`config.mk`:
```
export PLATFORM = sky130hd
export DESIGN_NAME = pipe_skid_reg
export DESIGN_NICKNAME = d
export VERILOG_FILES = /design/src/rtl/pipe_pkg.sv /design/src/rtl/pipe_skid_reg_sreg_we.sv /design/src/rtl/pipe_skid_reg.sv
export SDC_FILE = /design/constraint.sdc
export NUM_CORES = 1
export LEC_CHECK = 0
export CAP_MARGIN = 0
export CELL_PAD_IN_SITES_DETAIL_PLACEMENT = 0
export CELL_PAD_IN_SITES_GLOBAL_PLACEMENT = 1
export CORE_MARGIN = 1
export CORE_UTILIZATION = 35
export CTS_CLUSTER_SIZE = 30
export DETAILED_ROUTE_END_ITERATION = 10
export PLACE_DENSITY_LB_ADDON = 0.1
export SLEW_MARGIN = 20
export SYNTH_ARGS = -nofsm -noshare
export SYNTH_HDL_FRONTEND = slang
export SYNTH_HIERARCHICAL = 1
export SYNTH_SLANG_ARGS = --single-unit
```
`constraint.sdc`:
```
create_clock -name clk -period 1.7 [get_ports clk]
set_clock_uncertainty 0.1 [all_clocks]
set_input_delay 0.34 -clock clk [delete_from_list [all_inputs] [get_ports clk]]
set_output_delay 0.34 -clock clk [all_outputs]
set_load 0.01 [all_outputs]
```
`src/rtl/pipe_pkg.sv`:
```
// Shared types for the two-entry skid pipeline register.
// Exports pipe_skid_state_t (EMPTY / BUSY / FULL occupancy).
package pipe_pkg;

   typedef enum logic [1:0] {
      PS_EMPTY = 2'b00,
      PS_BUSY  = 2'b01,
      PS_FULL  = 2'b10
   } pipe_skid_state_t;

endpackage

```
`src/rtl/pipe_skid_reg_sreg_we.sv`:
```
// sreg_we: write-enabled register, sync active-high reset to 0.
// Ports: clk, rst, we_i (load), d_i (next value), q_o (held value).
module sreg_we #(
   parameter int WIDTH = 32
) (
   input  logic             clk,
   input  logic             rst,
   input  logic             we_i,
   input  logic [WIDTH-1:0] d_i,
   output logic [WIDTH-1:0] q_o
);

   logic [WIDTH-1:0] data_q;

   always_ff @(posedge clk) begin
      if (rst) begin
         data_q <= '0;
      end else if (we_i) begin
         data_q <= d_i;
      end
   end

   assign q_o = data_q;

endmodule

```
`src/rtl/pipe_skid_reg.sv`:
```
// pipe_skid_reg: two-entry valid/ready skid buffer; in_ready from state only.
// Ports: clk, rst (sync, active-high); in_valid/in_data/in_ready (producer);
// out_valid/out_data/out_ready (consumer); flush only with
// PIPE_SKID_REG_FLUSH_EN defined (drops contents, data regs untouched).
module pipe_skid_reg
   import pipe_pkg::*;
#(
   parameter int WIDTH = 32
) (
   input  logic             clk,
   input  logic             rst,
   input  logic             in_valid,
   input  logic [WIDTH-1:0] in_data,
   output logic             in_ready,
   output logic             out_valid,
   output logic [WIDTH-1:0] out_data,
   input  logic             out_ready
`ifdef PIPE_SKID_REG_FLUSH_EN
   ,
   input  logic             flush
`endif
);

   pipe_skid_state_t state_q, state_d;
   logic [WIDTH-1:0] main_q, skid_q, main_d;
   logic             main_we, skid_we;
   logic             in_fire, out_fire, flush_w;

`ifdef PIPE_SKID_REG_FLUSH_EN
   assign flush_w = flush;
`else
   assign flush_w = 1'b0;
`endif

   // 2'b11 is unreachable; it reads as EMPTY (ready, not valid).
   assign in_ready  = (state_q != PS_FULL);
   assign out_valid = (state_q == PS_BUSY) || (state_q == PS_FULL);
   assign out_data  = main_q;

   assign in_fire  = in_valid & in_ready;
   assign out_fire = out_valid & out_ready;

   always_comb begin
      state_d = state_q;
      main_d  = in_data;
      main_we = 1'b0;
      skid_we = 1'b0;
      unique case (state_q)
         PS_BUSY: begin
            if (in_fire && !out_fire) begin
               state_d = PS_FULL;
               skid_we = 1'b1;
            end else if (in_fire && out_fire) begin
               main_we = 1'b1;
            end else if (out_fire) begin
               state_d = PS_EMPTY;
            end
         end
         PS_FULL: begin
            if (out_fire) begin
               state_d = PS_BUSY;
               main_d  = skid_q;
               main_we = 1'b1;
            end
         end
         default: begin
            if (in_fire) begin
               state_d = PS_BUSY;
               main_we = 1'b1;
            end
         end
      endcase
      // Flush empties the buffer but leaves data registers as they were.
      if (flush_w) begin
         state_d = PS_EMPTY;
         main_we = 1'b0;
         skid_we = 1'b0;
      end
   end

   always_ff @(posedge clk) begin
      if (rst) begin
         state_q <= PS_EMPTY;
      end else begin
         state_q <= state_d;
      end
   end

   sreg_we #(.WIDTH(WIDTH)) u_main (
      .clk  (clk),
      .rst  (rst),
      .we_i (main_we),
      .d_i  (main_d),
      .q_o  (main_q)
   );

   sreg_we #(.WIDTH(WIDTH)) u_skid (
      .clk  (clk),
      .rst  (rst),
      .we_i (skid_we),
      .d_i  (in_data),
      .q_o  (skid_q)
   );

endmodule

```
==> metrics <==
status finished, violations left; failing checks setup timing; Mapped Nets 312; Syn Area/Cell 11.25 µm²; Hold WC Path Type input port to flop; Die W 95.66 µm; CP Max Fanout 8; Worst EP required 1830 ps; CTS Root Cell clkbuf_8; total power 4.450 mW; Crit path arrival time 1940 ps; f_max 550.5 MHz; fin crit share 106.9%; Synth cell types 23; share of cells above drive strength 1 25.07%; Max-slew headroom 83.93%; Starting Density 36.81%; gr ovfl total 0; P&R area growth vs syn 42.79%; max incr delay on CP 350 ps; max_cap viols 0; Slew @ Worst Pin 241.0 ps; Routed wire per std cell 13.60 µm; Worst Setup Path Type flop to flop; Fin. Hold Viols 0; Leakage 2.252 nW; # rows 33; clock sinks 66; CP cell instances inv_2, ha_4, nor2b_4, nand2_4, buf_12, mux2_4, mux2i_2, nor2_1; largest net degree at the start of global routing 46; PortBufs 69; setup ws final -116.5 ps; core area 8341 µm²; Post-Syn Area 3070 µm²; Final HPWL DP 4.153 mm; Critical-path top delay cell dfxtp_2; DP Worst Slack -329.3 ps; RSZ-0062 raised after global routing true; Setup crit end kind flop; vias per inst 4.610; pwr dens 1015 nW/µm²; Die Y 95.66 µm; ANT nets after route 0; H-Tree Depth 3; minimum clock period 1817 ps; final cell utilization of the core 52.57%; first-pass iteration count of the detailed router 6; area of the die 9151 µm²; total global routing track utilization 14.76%; ANT cells 0; Worst setup SP type flop; #FFs+latches synth 66; register area 1324 µm²; antenna violations before repair 0; Final Slew Violations 0; worst IR drop on VDD 0.5276 mV; final wirelength 6.421 mm; Yosys Warn Count 6; Residual DRC 0; NumNets Final 401; GP Congestion 0.7065; first-pass GRT wire length 9.818 mm; final setup violating endpoints 51; Reg clk slew, reported paths 70 ps; multi-input logic area 1582 µm²; setup TNS -1739 ps; TritonCTS buffer count 9; io pins 70; clk buf depth 2; post-synthesis sequential area ratio 43.03%; Vias 2176; fillcell total 789; worst-skew pair later-pin latency 340 ps; number of DRC markers in iteration 0 74; Gate Count Post-Synth 273; vias in the first global route 1974; TritonCTS clock tree yes
state kept, by name (all words and copies together), names as in the netlist:
signal	count
u_main/q_o	32
u_skid/q_o	32
state_q	2
placed cells by master (no fill, tap or decap), drive strengths merged, types with 5 or more instances in the layout:
cell           Yosys  final
nor2              66     66
dfxtp             66     66
mux2i             64     64
clkdlybuf4s50      0     40
mux2              32     32
buf               12     29
dlymetal6s2s       0     24
clkbuf             6     13
inv                5      5
per-stage QoR:
step	std cells	area [µm²]	hold slack (ps)
6_report	472	4384	367.5
5_1_grt	472	4384	374.0
4_1_cts	471	4298	353.4
3_5_place_dp	450	3959	377.2
3_3_place_gp	450	3959	371.9
2_1_floorplan	273	3092	312.4
path summary, 6_finish.rpt:
| kind | endpoint | from | cells past startpoint | slack (ps) |
|---|---|---|---|---|
| hold reg to reg | u_main/q_o[16] | u_main/q_o[16] | 2 | 390 |
| setup reg to reg | u_main/q_o[24] | state_q[0] | 8 | -120 |
| setup / recovery | u_main/q_o[24] | state_q[0] | 8 | -120 |
| hold / removal | state_q[0] | rst | 3 | 370 |
critical path, delay by kind of cell (launching register included):
kind                     cells  cell delay [ps]
buffers and inverters        2              220
multiplexers                 2              470
flip-flops                   1              350
AND/OR/NAND/NOR              3              320
adder cells (fa/ha/maj)      1              230
report_power, final:
group / internal (mW) / total, mW / leakage [nW] / switching (mW)
Clock: 1.02 / 1.62 / 0.121 / 0.602
Combinational: 0.634 / 1.08 / 1.59 / 0.445
Sequential: 1.68 / 1.75 / 0.540 / 0.0678
Total: 3.34 / 4.45 / 2.25 / 1.11
routing by layer:
metal | GRT usage [%] | up-vias | wire length (µm)
met5 | 0 | - | 0
met4 | 4.851 | 0 | 55
met3 | 5.981 | 5 | 379
met2 | 22.86 | 55 | 3044
met1 | 18.58 | 1017 | 2942
li1 | - | 1099 | -
cells by family after synthesis:
group | synth area share, %
compound gates | 2.078
simple gates | 10.15
buf+inv | 7.253
mux | 36.27
fa+ha+maj | 1.223
flops | 43.03
synth_stat cells:
| cell type | number | area share [%] |
|---|---|---|
| dfxtp_1 | 66 | 43 |
| nor2_1 | 66 | 8.1 |
| mux2i_1 | 64 | 21 |
| mux2_4 | 30 | 15 |
| buf_12 | 6 | 3.9 |
| clkbuf_1 | 6 | 0.73 |
| buf_6 | 5 | 1.8 |
| inv_1 | 5 | 0.61 |
| a21oi_1 | 3 | 0.49 |
| ha_1 | 3 | 1.2 |
| o21ai_0 | 3 | 0.49 |
| a31o_2 | 2 | 0.57 |
| mux2_2 | 2 | 0.73 |
| nand2_1 | 2 | 0.24 |
| nor3_1 | 2 | 0.33 |
| a21boi_0 | 1 | 0.24 |
| and3b_1 | 1 | 0.29 |
| buf_2 | 1 | 0.16 |
| nand2_4 | 1 | 0.37 |
| nand2b_1 | 1 | 0.20 |
| nor2b_1 | 1 | 0.20 |
| nor2b_4 | 1 | 0.45 |
| o221ai_1 | 1 | 0.29 |
timing repair:
item                                    4_1_cts  5_1_grt
buffers inserted                              3        1
gates cloned                                  2        0
endpoints found under the setup margin       65       92
hold buffers                                  0        0
gates resized for setup                      18       32
pin swaps                                     8        2
final cells by class:
class | count | area share, %
Tap cell | 105 | 2.997
Sequential cell | 66 | 30.19
Timing Repair Buffer | 96 | 24.74
Clock inverter | 4 | 2.255
Inverter | 5 | 0.4281
Multi-Input combinational cell | 184 | 36.07
Clock buffer | 12 | 3.311
Power figures use the tool's default switching activity.
